## src/rtl/captura_veiculo.sv

```systemverilog
// Vehicle capture front end for the toll charging block: debounces the loop and axle
// treadle, counts axles, tracks peak weight. Optional macro TIMEOUT_EN aborts long passages.
module captura_veiculo #(
  parameter int DEBOUNCE_CICLOS = 4,
  parameter int READY_CICLOS    = 2,
  parameter int TIMEOUT_CICLOS  = 1000
) (
  input  logic       clk,
  input  logic       reset,
  input  logic       sensor_laco,
  input  logic       sensor_eixo,
  input  logic [7:0] peso_bruto,
  output logic [1:0] Eixos,
  output logic [3:0] Peso,
  output logic       ready,
  output logic       erro,
  output logic       ocupado
);

  localparam logic [3:0] DB_LIM  = 4'(DEBOUNCE_CICLOS);
  localparam logic [3:0] RDY_LIM = 4'(READY_CICLOS);

  typedef enum logic [1:0] {IDLE, PRESENCA, AVALIA, ENVIA} estado_t;
  estado_t state, state_d;

  logic       laco_s_p0, laco_s_p1, eixo_s_p0, eixo_s_p1;
  logic       laco_deb, eixo_deb, laco_deb_q, eixo_deb_q;
  logic [3:0] laco_cnt, eixo_cnt;
  logic [2:0] cnt_eixo;
  logic [7:0] peso_max;
  logic [3:0] rdy_cnt;
  logic       laco_rise, laco_fall, eixo_rise, tmo_hit;

  function automatic logic [3:0] peso_ton(input logic [7:0] p);
    logic [8:0] q;
    q = ({1'b0, p} + 9'd9) / 9'd10;
    return (q > 9'd15) ? 4'd15 : q[3:0];
  endfunction

  function automatic logic [1:0] cod_eixos(input logic [2:0] n);
    logic [2:0] d;
    d = n - 3'd2;
    return (n >= 3'd5) ? 2'd3 : d[1:0];
  endfunction

  // Synchroniser + debounce stage
  always_ff @(posedge clk or negedge reset) begin
    if (!reset) begin
      laco_s_p0  <= 1'b0;
      laco_s_p1  <= 1'b0;
      eixo_s_p0  <= 1'b0;
      eixo_s_p1  <= 1'b0;
      laco_deb   <= 1'b0;
      eixo_deb   <= 1'b0;
      laco_deb_q <= 1'b0;
      eixo_deb_q <= 1'b0;
      laco_cnt   <= 4'd0;
      eixo_cnt   <= 4'd0;
    end else begin
      laco_s_p0  <= sensor_laco;
      laco_s_p1  <= laco_s_p0;
      eixo_s_p0  <= sensor_eixo;
      eixo_s_p1  <= eixo_s_p0;
      laco_deb_q <= laco_deb;
      eixo_deb_q <= eixo_deb;
      if (laco_s_p1 != laco_deb) begin
        if (laco_cnt == DB_LIM - 4'd1) begin
          laco_deb <= laco_s_p1;
          laco_cnt <= 4'd0;
        end else begin
          laco_cnt <= laco_cnt + 4'd1;
        end
      end else begin
        laco_cnt <= 4'd0;
      end
      if (eixo_s_p1 != eixo_deb) begin
        if (eixo_cnt == DB_LIM - 4'd1) begin
          eixo_deb <= eixo_s_p1;
          eixo_cnt <= 4'd0;
        end else begin
          eixo_cnt <= eixo_cnt + 4'd1;
        end
      end else begin
        eixo_cnt <= 4'd0;
      end
    end
  end

  assign laco_rise = laco_deb & ~laco_deb_q;
  assign laco_fall = ~laco_deb & laco_deb_q;
  assign eixo_rise = eixo_deb & ~eixo_deb_q;

`ifdef TIMEOUT_EN
  logic [15:0] tmo_cnt;
  always_ff @(posedge clk or negedge reset) begin
    if (!reset)                tmo_cnt <= 16'd0;
    else if (state == PRESENCA) tmo_cnt <= tmo_cnt + 16'd1;
    else                       tmo_cnt <= 16'd0;
  end
  assign tmo_hit = (state == PRESENCA) && !laco_fall && (tmo_cnt == 16'(TIMEOUT_CICLOS - 1));
`else
  assign tmo_hit = 1'b0;
`endif

  always_ff @(posedge clk or negedge reset) begin
    if (!reset) state <= IDLE;
    else        state <= state_d;
  end

  always_comb begin
    state_d = state;
    case (state)
      IDLE:     if (laco_rise) state_d = PRESENCA;
      PRESENCA: begin
        if (laco_fall)    state_d = AVALIA;
        else if (tmo_hit) state_d = IDLE;
      end
      AVALIA:   state_d = (cnt_eixo < 3'd2) ? IDLE : ENVIA;
      ENVIA:    if (rdy_cnt == RDY_LIM - 4'd1) state_d = IDLE;
      default:  state_d = IDLE;
    endcase
  end

  assign ready   = (state == ENVIA);
  assign ocupado = (state != IDLE);

  // Capture / evaluation stage
  always_ff @(posedge clk or negedge reset) begin
    if (!reset) begin
      cnt_eixo <= 3'd0;
      peso_max <= 8'd0;
      rdy_cnt  <= 4'd0;
      Eixos    <= 2'd0;
      Peso     <= 4'd0;
      erro     <= 1'b0;
    end else begin
      erro    <= ((state == AVALIA) && (cnt_eixo < 3'd2)) || tmo_hit;
      rdy_cnt <= (state == ENVIA) ? rdy_cnt + 4'd1 : 4'd0;
      case (state)
        IDLE: if (laco_rise) begin
          cnt_eixo <= 3'd0;
          peso_max <= 8'd0;
        end
        PRESENCA: begin
          if (eixo_rise && (cnt_eixo != 3'd7)) cnt_eixo <= cnt_eixo + 3'd1;
          if (peso_bruto > peso_max)           peso_max <= peso_bruto;
        end
        AVALIA: if (cnt_eixo >= 3'd2) begin
          Eixos <= cod_eixos(cnt_eixo);
          Peso  <= peso_ton(peso_max);
        end
        default: ;
      endcase
    end
  end

endmodule

```

## config.mk

```make
export PLATFORM = sky130hd
export DESIGN_NAME = captura_veiculo
export DESIGN_NICKNAME = d
export VERILOG_FILES = /design/src/rtl/captura_veiculo.sv
export SDC_FILE = /design/constraint.sdc
export NUM_CORES = 1
export LEC_CHECK = 0
export CORE_ASPECT_RATIO = 0.5
export CORE_MARGIN = 2
export CORE_UTILIZATION = 40
export CTS_BUF_LIST = sky130_fd_sc_hd__clkbuf_16
export DETAILED_ROUTE_END_ITERATION = 10
export PLACE_DENSITY = 0.61
export SKIP_LAST_GASP = 1
export SYNTH_ARGS = -nofsm -noshare
export SYNTH_HDL_FRONTEND = slang
export SYNTH_SLANG_ARGS = --single-unit
```

## constraint.sdc

```tcl
create_clock -name clk -period 4.43 [get_ports clk]
set_input_delay 0.886 -clock clk [delete_from_list [all_inputs] [get_ports clk]]
set_output_delay 0.886 -clock clk [all_outputs]
set_load 0.02 [all_outputs]
```

# Word-level counts from Yosys, hierarchy flattened
# Cells that the tools add are included.
word_totals:
  ff_bits: 40
  latchBits: 0
  ram_bits: 0
  mem_bits_ro: 0
  input_bits: 12
  output_inout_bits: 9
  elab_cells: 78
  memories: 0
classes:
  n_addsub: 6
  n_mul: 0
  n_div: 1
  magnitude_cmp: 5
  n_eq_ne: 14
  shift: 0
  muxes: 18
  bitwise: 6
  reduce_logical: 11
ops:
  columns: ["operator", "n"]
  rows:
  - ["$mux W4", 6]
  - ["$mux W8", 2]
  - ["$pmux W8 S2", 1]
  - ["$add A4 B1 Y4 const B", 3]
  - ["$mux W2", 5]
  - ["$add A8 B4 Y9 const B", 1]
  - ["$div A9 B4 Y9 const B", 1]
  - ["$gt A9 B4 Y1 const B", 1]
  - ["$reduce_and A3 Y1", 3]
  - ["$eq A4 B2 Y1 const B", 2]
  - ["$gt A8 B8 Y1", 1]
  - ["$ne A2 B2 Y1 const B", 4]
  - ["$pmux W2 S4", 1]
  - ["$mux W3", 2]
  - ["$pmux W3 S2", 1]
  - ["$reduce_and A2 Y1", 3]
  - ["$eq A2 B2 Y1 const B", 2]
  - ["$eq A4 B1 Y1 const B", 1]
  - ["$reduce_bool A2 Y1", 2]
  - ["$add A3 B1 Y3 const B", 1]
  - ["$and A1 B1 Y1", 3]
  - ["$ge A3 B2 Y1 const B", 1]
  - ["$ge A3 B3 Y1 const B", 1]
  - ["$lt A3 B2 Y1 const B", 1]
  - ["8 further kinds", 12]

# Longest topological paths before layout
# Gate-level depths: netlist (run 1).
depth:
  word_depth: 5
  depth_mapped: 9
  ltp_nobuf: 9

# Worst setup path after synthesis (run 1)
# Ideal clock, no wire load.
synth_timing:
  path_kind: "input to register"
  startpoint: "input peso_bruto[1]"
  endpoint: "register peso_max[1]"
  setup_ns: 0.125
  arrival_time_ns: 2.692
  required_ns: 4.305
  path_slack_ns: 1.613
  stages: 8
  n_path_buf: 0
  cell_sequence: "ha_1 nor2b_1 o21a_1 o21a_1 o21ai_1 a21oi_1 o31ai_2 mux2_2"
synth_between:
  elab_chain_len: 3
  word_cells_on_any_way: 5
  cone_classes: "1 x order compare; 1 x eq/ne; 2 x mux; 1 x reduce/logical"
synth_lines:
  columns: ["element", "line", "text"]
  rows:
  - ["from (decl)", "12", "input logic [7:0] peso_bruto,"]
  - ["$gt A8 B8 Y1", "146", "if (peso_bruto > peso_max) peso_max <= peso_bruto;"]
  - ["$ne A2 B2 Y1 (no line)", null, null]
  - ["$reduce_and A3 Y1 (no line)", null, null]
  - ["to (signal assigned)", "146", null]
  - ["to (decl)", "30", "logic [7:0] peso_max;"]
# Several ways; a longest one is shown, not always the timed one. The select of a mux whose other input is x is not followed.
# A chain may end at the register's enable or synchronous reset.

# Final worst setup path (run 1)
layout_timing:
  startpoint: "input peso_bruto[1]"
  endpoint: "register peso_max[7]"
layout_between:
  elab_chain_len: 3
layout_lines:
  columns: ["element", "line"]
  rows:
  - ["$gt A8 B8 Y1", "146"]
  - ["$ne A2 B2 Y1 (no line)", null]
  - ["$reduce_and A3 Y1 (no line)", null]
# Every way passes these cells.

==> key figures, run 1 <==
Routing
  • Post-detailed-routing wire length: 5.289 mm
  • Remaining antenna violation count: 0
  • TritonRoute pass-1 iters: 4
  • Via count: 2018
  • Wire length on met3: around 200 um
  • DRT iter0 DRCs: 129
  • DR vias/cell: around 5.4
  • Drt wl/cell: 14.22 um
  • Met1 wire length: ~2.6 mm
  • DR top layer: met4
  • Drc violations: 0
  • Metal2 WL: about 2.4 mm

Logic synthesis
  • Synth Net Count: around 300
  • Synth async-reset ratio: 100.0%
  • Cell variety after synth: 62
  • Synthesized instance count: roughly 270
  • Synth top area share: between 30% and 40%
  • Largest cells by area after synthesis: dfrtp_1, ha_1, mux2_2
  • Synth Cell Area: 0.002641 mm^2
  • Seq cells post-synth: 40
  • Avg Cell Area, Syn: 9.930 um^2
  • Predominant post-synthesis flop cell: dfrtp_1
  • Register area share after synthesis: 37.90%
  • Warning count from the yosys run: 0
  • Largest area contributor in the netlist: dfrtp_1
  • Post-synth EDFFs: 0

STA
  • Max-slew headroom: 41.32%
  • Final setup violation count: 0
  • RSZ-0062 raised after global routing: no
  • Fin. max-slew vios: 0
  • Final Hold Fails: 0
  • Setup TNS: 0 ns
  • Max Clock Skew: 0.003246 ns
  • Fmax: 307.2 MHz
  • Hold slack final: roughly 0.35 ns
  • Min Tclk post-route: 3.255 ns
  • Fin crit share: 73.49%
  • Worst Max-Slew Pin Slew: 0.8802 ns

CTS
  • Root Buffer: clkbuf_16
  • Clock slew seen by the registers of the worst setup and hold paths: 0.06 ns
  • Clk_lat worst skew: 0.28 ns
  • CTS tree: built
  • CTS Buf Count: 5
  • Post-CTS Setup Repair Bufs: 0
  • CTS H-tree lvls: 2
  • Resized Gates After CTS: 0
  • Hold buffer count at CTS: 0
  • Clk buf depth: 2
  • Clk sinks: 40

Pwr
  • Clock power share: about 17%
  • Max VDD drop: 201.3 uV
  • Total power: 2.128 mW
  • Comb power frac: 51.3%
  • Psw: 962.7 uW
  • Lkg Pwr: ~1.2 nW
  • Switch share: a little under half
  • Power density over the cells: 705.6 mW/mm^2
  • Proportion of power drawn by flip-flops and latches: roughly a third
  • Power Internal: 1.165 mW

Run
  • Max cap viols: 0

Setup path
  • Setup crit end kind: flop
  • CP max FO: 8
  • WP data arrival: 3.42 ns
  • Worst path required time: 4.60 ns
  • Startpoint types: input port
  • Critical path class: input port to flop

Final layout
  • Final instance area: 0.003015 mm^2
  • Fillers: 568
  • FF+latch area: 0.001001 mm^2
  • Share of layout cells above drive strength 1: 11.62%
  • Area growth from synthesis to layout: 14.16%
  • Final core occ: around 48%
  • Most common cell after layout, fill and taps aside: dfrtp_1
  • Final nets: between 300 and 400
  • N_diodes: 0
  • Commonest non-fill, non-tap cells in the layout: dfrtp_1, nor2_1, clkdlybuf4s50_1
  • Area of the multi-input gates: between 0.001 and 0.0015 mm^2

Floorplanning
  • Std cell rows: 20
  • Die height: 61.46 um
  • I/O pins: 21
  • Die Wd: 118.9 um
  • Initial core utilization: 42.39%
  • Die area: 0.007309 mm^2
  • Core area: 0.006231 mm^2

GRT
  • Initial antenna violation count: 0
  • First-pass GRT wire length: 9.094 mm
  • Largest net degree at the start of global routing: 41
  • GRT Util Overall: 15.95%
  • GRT overflow: 0
  • Number of global-route vias before repair: 1957

Placement
  • I/O Buffers: 20
  • Gpl congestion: 0.8496
  • Post-DP Area: roughly 0.0029 mm^2
  • Dpl hpwl: 3.809 mm

Run status
  • Status: completed

Hold path
  • Min-delay worst type: flop to flop
==> power groups by stage <==
stage	Sequential, mW	Combinational [mW]	Clock [mW]
CTS	0.685	1.09	0.359
global route	0.711	1.23	0.378
global placement	0.684	1.06	0
finish	0.685	1.09	0.350
detailed placement	0.691	1.08	0
floorplan	0.604	0.921	0
==> synth_stat cells, drive strengths merged (2+ instances only) <==
cell type	count
nand2b	6
mux2i	2
mux2	10
a211oi	6
a221oi	2
nor4	2
a31oi	2
nor3b	3
o21ai	11
a22o	3
buf	7
or4bb	2
o32a	2
o311ai	2
nor2	23
clkbuf	4
o21a	2
nor3	12
o31ai	5
nand3	9
a31o	2
o22ai	2
nor2b	5
ha	18
xnor2	10
nand4	2
dfrtp	40
a21oi	15
or3	2
a2111oi	2
nand4b	2
a21o	2
inv	15
xor2	4
nand2	14
==> flip-flops by register name, summed over array words and instances (netlist names), 2 cells and up <==
| register | flops |
|---|---|
| rdy_cnt | 4 |
| Peso | 4 |
| state | 2 |
| Eixos | 2 |
| laco_cnt | 4 |
| cnt_eixo | 3 |
| peso_max | 8 |
| eixo_cnt | 4 |
==> critical path: stages <==
cell             delay [ns]
clkdlybuf4s50_1        0.42
ha_1                   0.31
nor2b_1                0.13
o21a_1                 0.17
o21a_1                 0.17
o21ai_1                0.13
a21oi_1                0.09
o31ai_2                0.70
mux2_2                 0.41
==> cell type report <==
type,instances,area share [%]
inverters,16,1.992
clock inverters,3,0.6224
repair buffers,21,6.722
flip-flops and latches,40,33.20
well taps,88,3.651
multi-input cells,199,49.67
clock buffers,5,4.149
==> path summary, 6_finish.rpt <==
path,from,to,slack [ns],depth (start not counted)
hold / removal,laco_s_p0,laco_s_p1,0.35,0
hold reg to reg,laco_s_p0,laco_s_p1,0.35,0
setup reg to reg,peso_max[7],peso_max[7],1.55,6
max in group asynchronous,reset,eixo_cnt[0],3.15,1
setup / recovery,peso_bruto[1],peso_max[7],1.17,9
min in group asynchronous,reset,peso_max[2],0.72,1
==> kinds of logic after synthesis <==
logic type / synth area share [%]
buffers and inverters: 5.400
flip-flops: 37.90
AO/OA/AOI/OAI: 20.23
XOR/XNOR: 4.642
AND/OR/NAND/NOR: 17.91
multiplexers: 5.021
adder cells (fa/ha/maj): 8.906
==> metal layers <==
layer / up-vias / GRT usage [%]
li1: 1006 / -
met1: 968 / 20.22
met2: 37 / 28.08
met3: 7 / 3.241
met4: 0 / 5.782
met5: - / 0
==> through the flow <==
step / worst slack (ns) / cells
CTS: 1.170 / 372
global placement: 0.9905 / 364
finish: 1.175 / 372
detailed placement: 0.9011 / 364
global route: 1.016 / 372
floorplan: 1.613 / 266
Power figures use the tool's default switching activity.
==> run 2: changes to the inputs <==
--- a/config.mk
+++ b/config.mk
@@ -10,7 +10,7 @@
 export CORE_UTILIZATION = 40
 export CTS_BUF_LIST = sky130_fd_sc_hd__clkbuf_16
 export DETAILED_ROUTE_END_ITERATION = 10
-export PLACE_DENSITY = 0.61
+export PLACE_DENSITY = 0.64
 export SKIP_LAST_GASP = 1
 export SYNTH_ARGS = -nofsm -noshare
 export SYNTH_HDL_FRONTEND = slang
==> constraint.sdc (replaced) <==
create_clock -name clk -period 2.78 [get_ports clk]
set_input_delay 0.556 -clock clk [delete_from_list [all_inputs] [get_ports clk]]
set_output_delay 0.556 -clock clk [all_outputs]
set_load 0.02 [all_outputs]
==> run 2 against run 1 <==
- routed wire length is 0.83% higher
- register-to-register slack got worse by 1.4 ns
- non-clock buffer count is 11 higher
- worst setup slack got worse by 0.99 ns
- largest cell class unchanged
- largest power group unchanged
- highest routed layer unchanged
==> key figures, run 2 (same netlist as run 1, synthesis figures left out) <==
Final layout
  • Final nets: 324 (was 313)
  • N_diodes: 0 (unchanged)
  • Final core occ: 50.24% (was 48.39%)
  • Area growth from synthesis to layout: 18.52% (was 14.16%)
  • Share of layout cells above drive strength 1: 15.93% (was 11.62%)
  • Final Non-Filler Cells: 383 (was 372)
  • Most common cell after layout, fill and taps aside: dfrtp_1 (unchanged)
  • Max reg flops: 8 (unchanged)
  • Register with the most flip-flops: peso_max (unchanged)
  • Commonest non-fill, non-tap cells in the layout: dfrtp_1, nor2_1, clkdlybuf4s50_1 (unchanged)

Setup path
  • Crit path from: peso_max[0] (was peso_bruto[1])
  • Startpoint types: flop (was input port)
  • Reg-to-reg slack, setup: 0.18 ns (was 1.55 ns)
  • CP Cell Sequence: ha_2 > a21o_1 > a2111oi_4 > a211oi_1 > a2111oi_4 > nand2_2 > o31ai_1 > a211oi_1 (was clkdlybuf4s50_1 > ha_1 > nor2b_1 > o21a_1 > o21a_1 > o21ai_1 > a21oi_1 > o31ai_2 > mux2_2)
  • Worst path required time: 2.93 ns (was 4.60 ns)
  • CP Capture Point: Peso[0] (was peso_max[7])
  • CP delay by family, top: compound AO/OA/AOI/OAI gates (unchanged)
  • Slowest cell delay on critical path: 0.48 ns (was 0.70 ns)
  • CP bufs+invs: 0 (was 1)
  • WP data arrival: 2.74 ns (was 3.42 ns)
  • Critical path depth: 8 (was 9)
  • R2r worst-path depth: 8 (was 6)
  • Crit Reg-Reg Startpoint: peso_max[0] (was peso_max[7])
  • Critical path class: flop to flop (was input port to flop)
  • Critical-path top delay cell: dfrtp_1 (was o31ai_2)
  • FF-to-FF End: Peso[0] (was peso_max[7])
  • CP max FO: 7 (was 8)
  • Setup crit end kind: flop (unchanged)

Routing
  • Via count: 2071 (was 2018)
  • Remaining antenna violation count: 0 (unchanged)
  • Drc violations: 0 (unchanged)
  • Post-detailed-routing wire length: 5.333 mm (was 5.289 mm)
  • Drt wl/cell: 13.92 um (was 14.22 um)
  • DRT iter0 DRCs: 113 (was 129)
  • TritonRoute pass-1 iters: 4 (unchanged)
  • DR vias/cell: 5.407 (was 5.425)

Placement
  • Dpl hpwl: 4.021 mm (was 3.809 mm)
  • I/O Buffers: 20 (unchanged)
  • Dpl ws: -0.1020 ns (was 0.9011 ns)
  • Placed cell count: 375 (was 364)
  • Gpl congestion: 0.8755 (was 0.8496)

GRT
  • GRT overflow: 0 (unchanged)
  • Largest net degree at the start of global routing: 41 (unchanged)
  • GRT Util Overall: 15.77% (was 15.95%)
  • First-pass GRT wire length: 9.135 mm (was 9.094 mm)
  • Number of global-route vias before repair: 2021 (was 1957)
  • Initial antenna violation count: 0 (unchanged)

Floorplanning
  • Die height: 61.46 um (unchanged)
  • Std cell rows: 20 (unchanged)
  • Die Wd: 118.9 um (unchanged)
  • I/O pins: 21 (unchanged)
  • Initial core utilization: 42.39% (unchanged)
  • Core area: 0.006231 mm^2 (unchanged)
  • Die area: 0.007309 mm^2 (unchanged)

CTS
  • Hold buffer count at CTS: 0 (unchanged)
  • CTS H-tree lvls: 2 (unchanged)
  • Clock slew seen by the registers of the worst setup and hold paths: 0.06 ns (about the same)
  • Clk_lat worst skew: 0.28 ns (about the same)
  • Clk buf depth: 2 (unchanged)
  • CTS Buf Count: 5 (unchanged)
  • Root Buffer: clkbuf_16 (unchanged)
  • Clk sinks: 40 (unchanged)
  • CTS tree: built (unchanged)
  • Post-CTS Setup Repair Bufs: 0 (unchanged)

STA
  • RSZ-0062 raised after global routing: no (unchanged)
  • Setup TNS: 0 ns (unchanged)
  • Final Hold Fails: 0 (unchanged)
  • Final setup violation count: 0 (unchanged)
  • Fmax: around 390 MHz
  • Min Tclk post-route: 2.595 ns
  • PnR worst setup slack: 0.1846 ns (was 1.175 ns)
  • Max-slew headroom: 40.50% (was 41.32%)
  • Fin. max-slew vios: 0 (unchanged)
  • Worst Max-Slew Pin Slew: 0.8925 ns (was 0.8802 ns)
  • Max Clock Skew: 0.006661 ns (was 0.003246 ns)
  • Hold slack final: 0.3516 ns (was 0.3549 ns)
  • Fin crit share: 93.36%

Pwr
  • Max VDD drop: 332.8 uV (was 201.3 uV)
  • Power density over the cells: 1162 mW/mm^2 (was 705.6 mW/mm^2)
  • Lkg Pwr: 1.300 nW (was 1.231 nW)

Hold path
  • WHS Path Cells: 0 (unchanged)
  • Min-delay worst type: flop to flop (unchanged)
  • Worst hold start: eixo_s_p0 (was laco_s_p0)

Run
  • Max cap viols: 0 (unchanged)

Run status
  • Status: completed (unchanged)
run 2: changes by cell type in the layout (fill, tap and decap cells not counted), sizes merged:
cell,previous run,this run
buf,2,13
bufinv,0,1
clkinvlp,2,1
run 2: layer usage:
layer  routed length, um  vias to the layer above  GRT usage [%]
met5                   0                        -              0
met4                  46                        0          6.122
met3                 205                        6          3.056
met2                2459                       45          26.93
met1                2622                      993          20.51
li1                    -                     1027              -
run 2: area by class of cell:
| type | count | area [um^2] |
|---|---|---|
| fill | 571 | 3100 |
| sequential | 40 | 1001 |
| inverter | 16 | 60.06 |
| clock inverter | 3 | 42.54 |
| clock buffer | 5 | 125.1 |
| multi-input combinational | 199 | 1506 |
| timing repair buffer | 32 | 285.3 |
| tap | 88 | 110.1 |
run 2: timing repair:
action / CTS / global route
gates resized for setup: 0 / 2
setup endpoints to repair: 0 / 2
endpoints found under the hold margin: 0 / 0
run 2: power breakdown:
part | internal, mW | switching [mW]
Clock | 0.421 | 0.224
Combinational | 0.881 | 1.10
Sequential | 0.770 | 0.245
Total | 2.07 | 1.56
run 2: metrics by stage:
step,total power [mW],cell area (um^2)
floorplan,2.429,2641
global placement,2.923,2954
detailed placement,2.979,2954
CTS,3.638,3122
global route,3.930,3131
finish,3.638,3131
run 2: how the worst min path moves through the flow:
| stage | to |
|---|---|
| floorplan | Eixos[0] |
| global placement | eixo_s_p1 |
| detailed placement | eixo_s_p1 |
| CTS | eixo_s_p1 |
| global route | eixo_s_p1 |
| finish | eixo_s_p1 |
